<file path="config.mk">
export PLATFORM = sky130hd
export DESIGN_NAME = uart_tx_stimulus
export DESIGN_NICKNAME = d
export VERILOG_FILES = /design/src/rtl/uart_tx_stimulus.sv
export SDC_FILE = /design/constraint.sdc
export NUM_CORES = 1
export LEC_CHECK = 0
export CAP_MARGIN = 25
export CORE_MARGIN = 2
export CORE_UTILIZATION = 61
export DETAILED_ROUTE_END_ITERATION = 10
export PLACE_DENSITY_LB_ADDON = 0.12
export SLEW_MARGIN = 15
export SYNTH_ARGS = -nofsm -noshare
export SYNTH_HDL_FRONTEND = slang
export SYNTH_SLANG_ARGS = --single-unit
</file>
<file path="constraint.sdc">
create_clock -name clk -period 3.4 [get_ports clk]
set_input_delay 0.51 -clock clk [delete_from_list [all_inputs] [get_ports clk]]
set_output_delay 0.51 -clock clk [all_outputs]
set_load 0.02 [all_outputs]
</file>
<file path="src/rtl/uart_tx_stimulus.sv">
// uart_tx_stimulus: FIFO-buffered UART transmitter emitting start, 8 data bits LSB first
// and STOP_BITS stop bits at BAUD_RATE derived from CLK_FREQ_MHZ.
module uart_tx_stimulus #(
    parameter int CLK_FREQ_MHZ = 27,
    parameter int BAUD_RATE    = 115200,
    parameter int FIFO_DEPTH   = 16,
    parameter int STOP_BITS    = 1
) (
    input  logic                        clk,
    input  logic                        reset,
    input  logic                        in_valid,
    input  logic [7:0]                  in_byte,
    output logic                        in_ready,
    output logic                        uart_tx,
    output logic                        busy,
    output logic [$clog2(FIFO_DEPTH):0] fifo_count
);
    localparam int BIT_CYCLES = (CLK_FREQ_MHZ * 1_000_000) / BAUD_RATE;
    localparam int CW = BIT_CYCLES > 1 ? $clog2(BIT_CYCLES) : 1;
    localparam int AW = $clog2(FIFO_DEPTH);
    localparam int CNTW = AW + 1;
    localparam logic [CW-1:0] LAST_CNT = CW'(BIT_CYCLES - 1);
    localparam logic [CNTW-1:0] FULL = CNTW'(FIFO_DEPTH);

    typedef enum logic [1:0] {IDLE, START, DATA, STOP} state_t;

    state_t          state_q;
    logic [CW-1:0]   cnt_q;
    logic [2:0]      idx_q;
    logic [7:0]      shift_q;
    logic            tx_q;
    logic [7:0]      mem_q [FIFO_DEPTH];
    logic [AW-1:0]   wr_q, rd_q;
    logic [CNTW-1:0] count_q, count_d;
    logic            bit_done, frame_end, push, pop;

    assign bit_done  = cnt_q == LAST_CNT;
    assign frame_end = state_q == STOP && bit_done && idx_q == 3'(STOP_BITS - 1);
    assign pop       = count_q != '0 && (state_q == IDLE || frame_end);
    assign push      = in_valid && in_ready;

    always_comb count_d = count_q + CNTW'(push) - CNTW'(pop);

    always_ff @(posedge clk) begin
        if (push) mem_q[wr_q] <= in_byte;
    end

    always_ff @(posedge clk) begin
        if (!reset) begin
            wr_q    <= '0;
            rd_q    <= '0;
            count_q <= '0;
        end else begin
            wr_q    <= push ? wr_q + 1'b1 : wr_q;
            rd_q    <= pop ? rd_q + 1'b1 : rd_q;
            count_q <= count_d;
        end
    end

    // idx_q counts data bits in DATA and stop bits in STOP
    always_ff @(posedge clk) begin
        if (!reset) begin
            state_q <= IDLE;
            tx_q    <= 1'b1;
            cnt_q   <= '0;
            idx_q   <= '0;
            shift_q <= '0;
        end else begin
            cnt_q <= bit_done ? '0 : cnt_q + 1'b1;
            case (state_q)
                IDLE: begin
                    cnt_q <= '0;
                    if (pop) begin
                        shift_q <= mem_q[rd_q];
                        tx_q    <= 1'b0;
                        state_q <= START;
                    end
                end
                START: if (bit_done) begin
                    tx_q    <= shift_q[0];
                    shift_q <= shift_q >> 1;
                    idx_q   <= '0;
                    state_q <= DATA;
                end
                DATA: if (bit_done) begin
                    if (idx_q == 3'd7) begin
                        tx_q    <= 1'b1;
                        idx_q   <= '0;
                        state_q <= STOP;
                    end else begin
                        tx_q    <= shift_q[0];
                        shift_q <= shift_q >> 1;
                        idx_q   <= idx_q + 1'b1;
                    end
                end
                STOP: if (bit_done) begin
                    if (frame_end) begin
                        if (pop) begin
                            shift_q <= mem_q[rd_q];
                            tx_q    <= 1'b0;
                            state_q <= START;
                        end else begin
                            state_q <= IDLE;
                        end
                    end else begin
                        idx_q <= idx_q + 1'b1;
                    end
                end
                default: state_q <= IDLE;
            endcase
        end
    end

    assign uart_tx    = tx_q;
    assign in_ready   = count_q < FULL;
    assign busy       = state_q != IDLE || count_q != '0;
    assign fifo_count = count_q;
endmodule

</file>
; ---- Yosys cells after proc, flatten, opt, wreduce, memory -nomap -nowiden
; Memory sizes are Yosys's and may differ from the RTL's. A register that Yosys moved wholly into a read port is not among the register bits.
; Cells that the tools add are included.
; Widths: inputs -> output; s select.
[word_totals]
ram_bits = 128
n_memories = 1
register_bits = 35
output_inout_bits = 8
elab_cells = 78
in_bits = 11
[op_classes]
n_eq_ne = 13
n_mux = 32
addsub = 6
magnitude_cmp = 1
reduce_logical = 16
bitwise = 1
[mem_list]
columns = memory, words, width, rd, rd_ports_with_merged_regs, write_ports, line
row1 = mem_q, 16, 8, 1, 1, 1, 32  ; logic [7:0] mem_q [FIFO_DEPTH];
[op_table]
columns = op, n
row1 = $mux 8, 6
row2 = $pmux 8 s4, 1
row3 = $ne 2x2->1 const B, 8
row4 = $mux 3, 5
row5 = $mux 2, 6
row6 = $reduce_and 5->1, 2
row7 = $mux 1, 9
row8 = $pmux 3 s3, 1
row9 = $add 4x1->4 const B, 2
row10 = $add 8x1->8 const B, 1
row11 = $eq 8x8->1 const B, 1
row12 = $mux 4, 2
row13 = $pmux 2 s4, 1
row14 = $reduce_and 6->1, 1
row15 = $add 5x1->5, 1
row16 = $lt 5x5->1 const B, 1
row17 = $reduce_bool 5->1, 1
row18 = $sub 5x1->5, 1
row19 = $eq 2x2->1 const B, 2
row20 = $logic_and 1x1->1, 4
row21 = $pmux 1 s4, 1
row22 = $reduce_and 4->1, 1
row23 = $add 3x1->3 const B, 1
row24 = $eq 3x3->1 const B, 1
row25 = other kinds (8), 9

; ---- Longest topological paths before layout
; Gate-level depths: netlist of run 1.
[logic_depth]
word_depth = 9
mapped_depth = 13

; ---- Worst setup path after synthesis of run 1
; Ideal clock, no wire load.
[synth_timing]
path_kind = reg-to-reg
startpoint = register count_q[3], in the netlist fifo_count[3]
endpoint = register count_q[4], in the netlist fifo_count[4]
arrival_ns = 2.754
setup_slack_ns = 0.530
path_buffers = 1
period_less_slack_ns = 2.870
stages_incl_launch_ff = 13
required_ns = 3.284
path_cell_list = dfxtp_1 -> inv_1 -> ha_1 -> or4b_4 -> and2_1 -> buf_6 -> xor2_1 -> ha_1 -> fa_1 -> a21oi_1 -> nor2_1 -> or3_1 -> and3_1
[synth_between]
elab_chain_cells = 4
elab_cells_between_ends = 6
[synth_rtl]
columns = element, line
row1 = from (decl), 34  ; logic [CNTW-1:0] count_q, count_d;
row2 = from (signal assigned), 56  ; count_q <= count_d;
row3 = $lt 5x5->1, 115  ; assign in_ready = count_q < FULL;
row4 = $logic_and 1x1->1, 40  ; assign push = in_valid && in_ready;
row5 = $add 5x1->5, 42  ; always_comb count_d = count_q + CNTW'(push) - CNTW'(pop);
row6 = $sub 5x1->5 *, 42
; Mark *: on every way between the ends. The rest lies on a longest branch, timed or not.
; A chain may end at the register's enable or synchronous reset.

; ---- Final worst setup path of run 1
[layout_timing]
startpoint = register state_q[1]
endpoint = register count_q[4], in the netlist fifo_count[4]
[layout_between]
elab_chain_cells = 6
elab_cells_between_ends = 7
[layout_rtl]
columns = element, line
row1 = from (decl), 27  ; state_t state_q;
row2 = from (signal assigned), 63  ; state_q <= IDLE;
row3 = from (signal assigned), 76  ; state_q <= START;
row4 = from (signal assigned), 83  ; state_q <= DATA;
row5 = $eq 2x2->1, 38  ; assign frame_end = state_q == STOP && bit_done && idx_q == 3'(STOP_BITS - 1);
row6 = $logic_and 1x1->1 (2 in a row), 38
row7 = $logic_or 1x1->1 *, 39  ; assign pop = count_q != '0 && (state_q == IDLE || frame_end);
row8 = $logic_and 1x1->1 *, 39
row9 = $sub 5x1->5 *, 42
; Marked as above.

==> flow_summary.ini, run 1 <==
[outcome]
status = completed

[final_layout]
antenna_cells = 0
final_area_mm2 = 0.00806
nNetsFinal = 534
ff_latch_area_mm2 = 0.00463
nFillCells = 779
utilization_pct = 70.6
area_growth_pct = 13.2
multi_input_area_mm2 = 0.00229
layout-drive-gt1-share_pct = 15.8

[yosys]
synth_ff_type = edfxtp_1
yosys.area.top_type_share_pct = 54.0
synth-edff-count = 128
synth_warnings = 0
synth_nets = 500
seq_area_frac_synth_pct = 65.0
synth-async-reset-ratio_pct = 0
synth_area_mm2 = 0.00712
syn-instance-count = 468
synth_cell_type_count = 50
yosysTopAreaCell = edfxtp_1
ys_seq_elements = 167
synth.avg_cell_area_um2 = 15.2
synth_area_leaders = edfxtp_1, dfxtp_1, mux4_1, ha_1, mux2_2

[clocking]
cts_root_buf = clkbuf_16
postCtsSetupBuffers = 0
clk_pin_slew_worst_paths_ns = 0.06
htree_levels = 4
clock_path_buffers = 2
cts_sinks = 167
cts_tree = built
cts_hold_buf = 0
cts_buffers = 17
clk_latency_ns = 0.43

[sta]
slew_violations = 0
fin_setup_tns_ns = 0
skew_ns = 0.00877
fmax_ghz = 0.327
hold_viol = 0
finalSetupViolCount = 0
rsz0062_at_grt = no
period_needed_ns = 3.06
slew_headroom_pct = 47.0
period_share_pct = 89.9
worst_pin_slew_ns = 0.792

[worst_setup_path]
cp.required_ns = 3.73
start_kind = flop
rrSetupSlack_ns = 0.34
crit_fanout = 7
r2r_start = state_q[1]
crit_start = state_q[1]
crit_type = flop to flop
endpoint_kind = flop
arrival_ns = 3.38

[global_routing]
grt_pass1_wl_um = 20600
grt_start_max_net_pins = 34
use_met2_pct = 35.1
gr-total-overflow = 0
busiest_layer = met2
met3_usage_pct = 5.51
antenna_found_initial = 0
grt_pass1_vias = 3878
grt_use_total_pct = 22.2
grt_use_met1_pct = 29.8

[floorplanning]
num_rows = 39
io_pins = 19
die_x_um = 112
fp.dieH_um = 112
core_mm2 = 0.0114
start_util_pct = 62.3
design.die.area_mm2 = 0.0125

[min_path]
min_from = uart_tx
hold_path_class = flop to flop

[power]
power_density_mw_per_mm2 = 731
p_comb_share_pct = 27.3
seq_power_share_pct = 42.1
power.share.clock_pct = 30.5
internal-power_mw = 4.11
sw_frac_of_total_pct = 30.2
peakVddDrop_mv = 0.555
leakagePower_nw = 2.79
p_total_mw = 5.89
power.net_switching_mw = 1.78

[detailed_routing]
final_antenna_net_count = 0
drc_errors = 0
routed_wl_um = 13100
via_per_inst = 6.03
initialDrtViolationCount = 302
drtPass1Iterations = 6
post_drt_wl_per_cell_um = 20.0
vias = 3959

[run]
drv_cap = 0

[placement]
gp_congestion = 0.839
placed_cell_area_mm2 = 0.00750
portBuffers = 18
dp_hpwl_um = 8360
-- Yosys cell counts (2+ instances only) --
master / n
nand2_1: 10
mux2i_1: 5
xor2_1: 8
a21o_1: 2
a21boi_0: 2
mux4_2: 2
nor3_1: 5
nor2_1: 25
dfxtp_1: 39
a211oi_1: 10
and3_1: 5
nand3_1: 9
mux2_2: 21
nor2b_1: 16
o22ai_1: 9
xnor2_1: 8
buf_2: 5
edfxtp_1: 128
nand2b_1: 6
clkbuf_1: 12
o32ai_1: 9
mux4_1: 17
a21oi_1: 7
a2111oi_0: 7
o21ai_0: 14
and2_1: 16
o211ai_1: 3
buf_6: 2
o31ai_2: 2
ha_1: 20
inv_1: 21
nor4_1: 5
-- final timing paths --
path / to / cells after the start
min: uart_tx / 1
max: fifo_count[4] / 10
max reg2reg: fifo_count[4] / 10
min reg2reg: uart_tx / 1
-- area by class of cell --
| class | count | area share [%] |
|---|---|---|
| flip-flops and latches | 167 | 57.4 |
| multi-input cells | 259 | 28.5 |
| clock buffers | 17 | 5.28 |
| repair buffers | 36 | 4.07 |
| well taps | 143 | 2.22 |
| clock inverters | 14 | 1.57 |
| inverters | 21 | 0.978 |
-- kinds of logic (layout without fill, tap and decap cells) --
group / count (synthesis) / after routing / synth area share [%]
adders and majority gates: 21 / 21 / 3.80
buffers and inverters: 42 / 88 / 2.80
DFF: 167 / 167 / 65.0
and+or+nand+nor: 109 / 109 / 8.79
muxes: 45 / 45 / 10.9
xor gates and xnor gates: 16 / 16 / 1.97
AOI/OAI and AO/OA: 68 / 68 / 6.73
-- state kept, by name (all words and copies together), names as in the netlist, named ones only --
signal,count
idx_q,3
mem_q,128
shift_q,8
uart_tx,1
cnt_q,8
wr_q,4
state_q,2
rd_q,4
fifo_count,5
-- cell usage in the layout, fill, tap and decap left out, types with 14 or more instances in the layout --
master / netlist / layout
edfxtp_1: 128 / 128
dfxtp_1: 39 / 38
nor2_1: 25 / 25
clkbuf_16: 0 / 17
buf_4: 1 / 17
clkdlybuf4s50_1: 0 / 18
inv_1: 21 / 21
and2_1: 16 / 15
ha_1: 20 / 20
o21ai_0: 14 / 14
mux2_2: 21 / 21
nor2b_1: 16 / 16
mux4_1: 17 / 17
-- layer usage --
metal / share of wire (%) / wire, um
met1: 43 / 5700
met2: 48 / 6340
met3: 6.1 / 805
met4: 2.2 / 294
met5: 0 / 0
-- through the flow --
stage | instances | worst slack [ns] | hold WS, ns
3_5_place_dp | 626 | 0.310 | 0.444
5_1_grt | 657 | 0.105 | 0.478
6_report | 657 | 0.345 | 0.454
3_3_place_gp | 626 | 0.408 | 0.434
4_1_cts | 657 | 0.259 | 0.458
2_1_floorplan | 468 | 0.530 | 0.428
-- critical path, cell delays in order, from the launching register on --
cell	delay, ns
dfxtp_1	0.37
ha_1	0.31
nand3b_1	0.19
o31ai_2	0.34
and2_2	0.30
or2b_1	0.29
fa_1	0.44
a21oi_1	0.14
nor2_1	0.06
or3_1	0.33
and3_1	0.18
-- what timing repair did --
action / CTS / global route
hold endpoints to repair: 0 / 0
resized for setup: 0 / 1
endpoints found under the setup margin: 0 / 1
-- power groups by stage --
stage	Clock (mW)	Sequential [mW]	Combinational, mW
4_1_cts	1.82	2.48	1.62
3_5_place_dp	0	2.52	1.61
3_3_place_gp	0	2.51	1.56
6_report	1.80	2.48	1.61
2_1_floorplan	0	2.49	1.23
5_1_grt	1.89	2.50	1.76
(Power assumes the default switching activity.)
==> run 2, diff against run 1 <==
DONT_BUFFER_PORTS = 1   (was default)
GPL_TIMING_DRIVEN = 1   (was default)
==> flow_summary.ini, run 2 (same netlist as run 1, synthesis figures left out) <==
[global_routing]
antenna_found_initial = 0
gr-total-overflow = 0
grt_use_total_pct = 22.2
grt_pass1_wl_um = 20700
grt_pass1_vias = 3895
grt_start_max_net_pins = 35

[clocking]
postCtsSetupBuffers = 0
clock_path_buffers = 2
cts_tree = built
cts_hold_buf = 0
cts_root_buf = clkbuf_16
clk_latency_ns = 0.43
cts_sinks = 167
htree_levels = 4
cts_buffers = 17
cts_resized = 0
clk_pin_slew_worst_paths_ns = 0.06

[power]
power_density_mw_per_mm2 = 752
leakagePower_nw = 2.67
p_total_mw = 5.89
peakVddDrop_mv = 0.605

[worst_setup_path]
cp.required_ns = 3.72
start_kind = flop
crit_fanout = 7
crit_type = flop to flop
endpoint_kind = flop
arrival_ns = 3.42

[run]
drv_cap = 0

[sta]
finalSetupViolCount = 0
fmax_ghz = 0.323
period_share_pct = 91.2
hold_viol = 0
slew_headroom_pct = 38.9
period_needed_ns = 3.10
slew_violations = 0
fin_setup_tns_ns = 0
worst_pin_slew_ns = 0.913
rsz0062_at_grt = no
skew_ns = 0.00766

[detailed_routing]
drtPass1Iterations = 5
drc_errors = 0
final_antenna_net_count = 0
via_per_inst = 6.08
vias = 3824
routed_wl_um = 13000
post_drt_wl_per_cell_um = 20.7
initialDrtViolationCount = 290

[floorplanning]
fp.dieH_um = 112
start_util_pct = 62.3
num_rows = 39
io_pins = 19
die_x_um = 112
core_mm2 = 0.0114
design.die.area_mm2 = 0.0125

[final_layout]
nFillCells = 788
regMostFlops = mem_q
layout-drive-gt1-share_pct = 13.8
ff_latch_area_mm2 = 0.00463
multi_input_area_mm2 = 0.00230
reg_top3 = mem_q (128), cnt_q (8), shift_q (8)
final_cell_mix = edfxtp_1, dfxtp_1, nor2_1
largest_register_ffs = 128
instances_no_fill = 629
antenna_cells = 0
final_common_cell = edfxtp_1
area_growth_pct = 10.1
nNetsFinal = 505

[outcome]
status = completed

[placement]
dp_hpwl_um = 8340
gp_congestion = 0.825
placed_cells = 597
portBuffers = 0

[min_path]
hold_path_class = primary input to flop
-- run 2: final timing paths --
check                  start             to  slack [ns]  cells after the start
setup reg to reg  state_q[1]  fifo_count[4]        0.30                     11
hold / removal    in_byte[3]    mem_q[2][3]        0.18                      0
setup / recovery  state_q[1]  fifo_count[4]        0.30                     11
hold reg to reg   shift_q[5]     shift_q[5]        0.45                      2
-- run 2: area by class of cell --
class                           count  share of cell area (%)
Inverter                           21                    1.01
Clock buffer                       18                    5.48
Clock inverter                     14                    2.01
Multi-Input combinational cell    259                    29.4
Sequential cell                   167                    59.0
Timing Repair Buffer                7                   0.830
Tap cell                          143                    2.28
-- run 2: report_power, final --
group / leakage [nW] / internal, mW / switching, mW
clock network: 0.271 / 1.14 / 0.763
logic: 0.924 / 0.677 / 0.778
registers: 1.47 / 2.35 / 0.183
-- run 2: critical path: stages (launching register included) --
cell and delay (ns):
dfxtp_1 0.37, ha_1 0.31, nand3b_1 0.21, o31ai_4 0.30, and2_1 0.33, xor2_1 0.12
ha_1 0.22, fa_1 0.40, a21oi_1 0.15, nor2_1 0.06, or3_1 0.33, and3_1 0.18
-- run 2: metal layers --
layer  wire length (um)  GRT usage (%)  vias up
met5                  0              0        -
li1                   -              -     1812
met2               6370           35.6      106
met3                590           5.13       23
met1               5800           29.7     1883
met4                286           9.92        0
-- run 2: stage by stage --
stage / utilization (%) / area (um2) / setup WS, ns / hold WS (ns)
after floorplan: - / 7120 / 0.530 / 0.428
after global placement: 63.4 / 7240 / 0.412 / 0.438
after detailed placement: 63.4 / 7240 / 0.265 / 0.443
after CTS: 68.6 / 7830 / 0.213 / 0.160
after global routing: 68.6 / 7840 / 0.0564 / 0.153
final: 68.6 / 7840 / 0.300 / 0.176
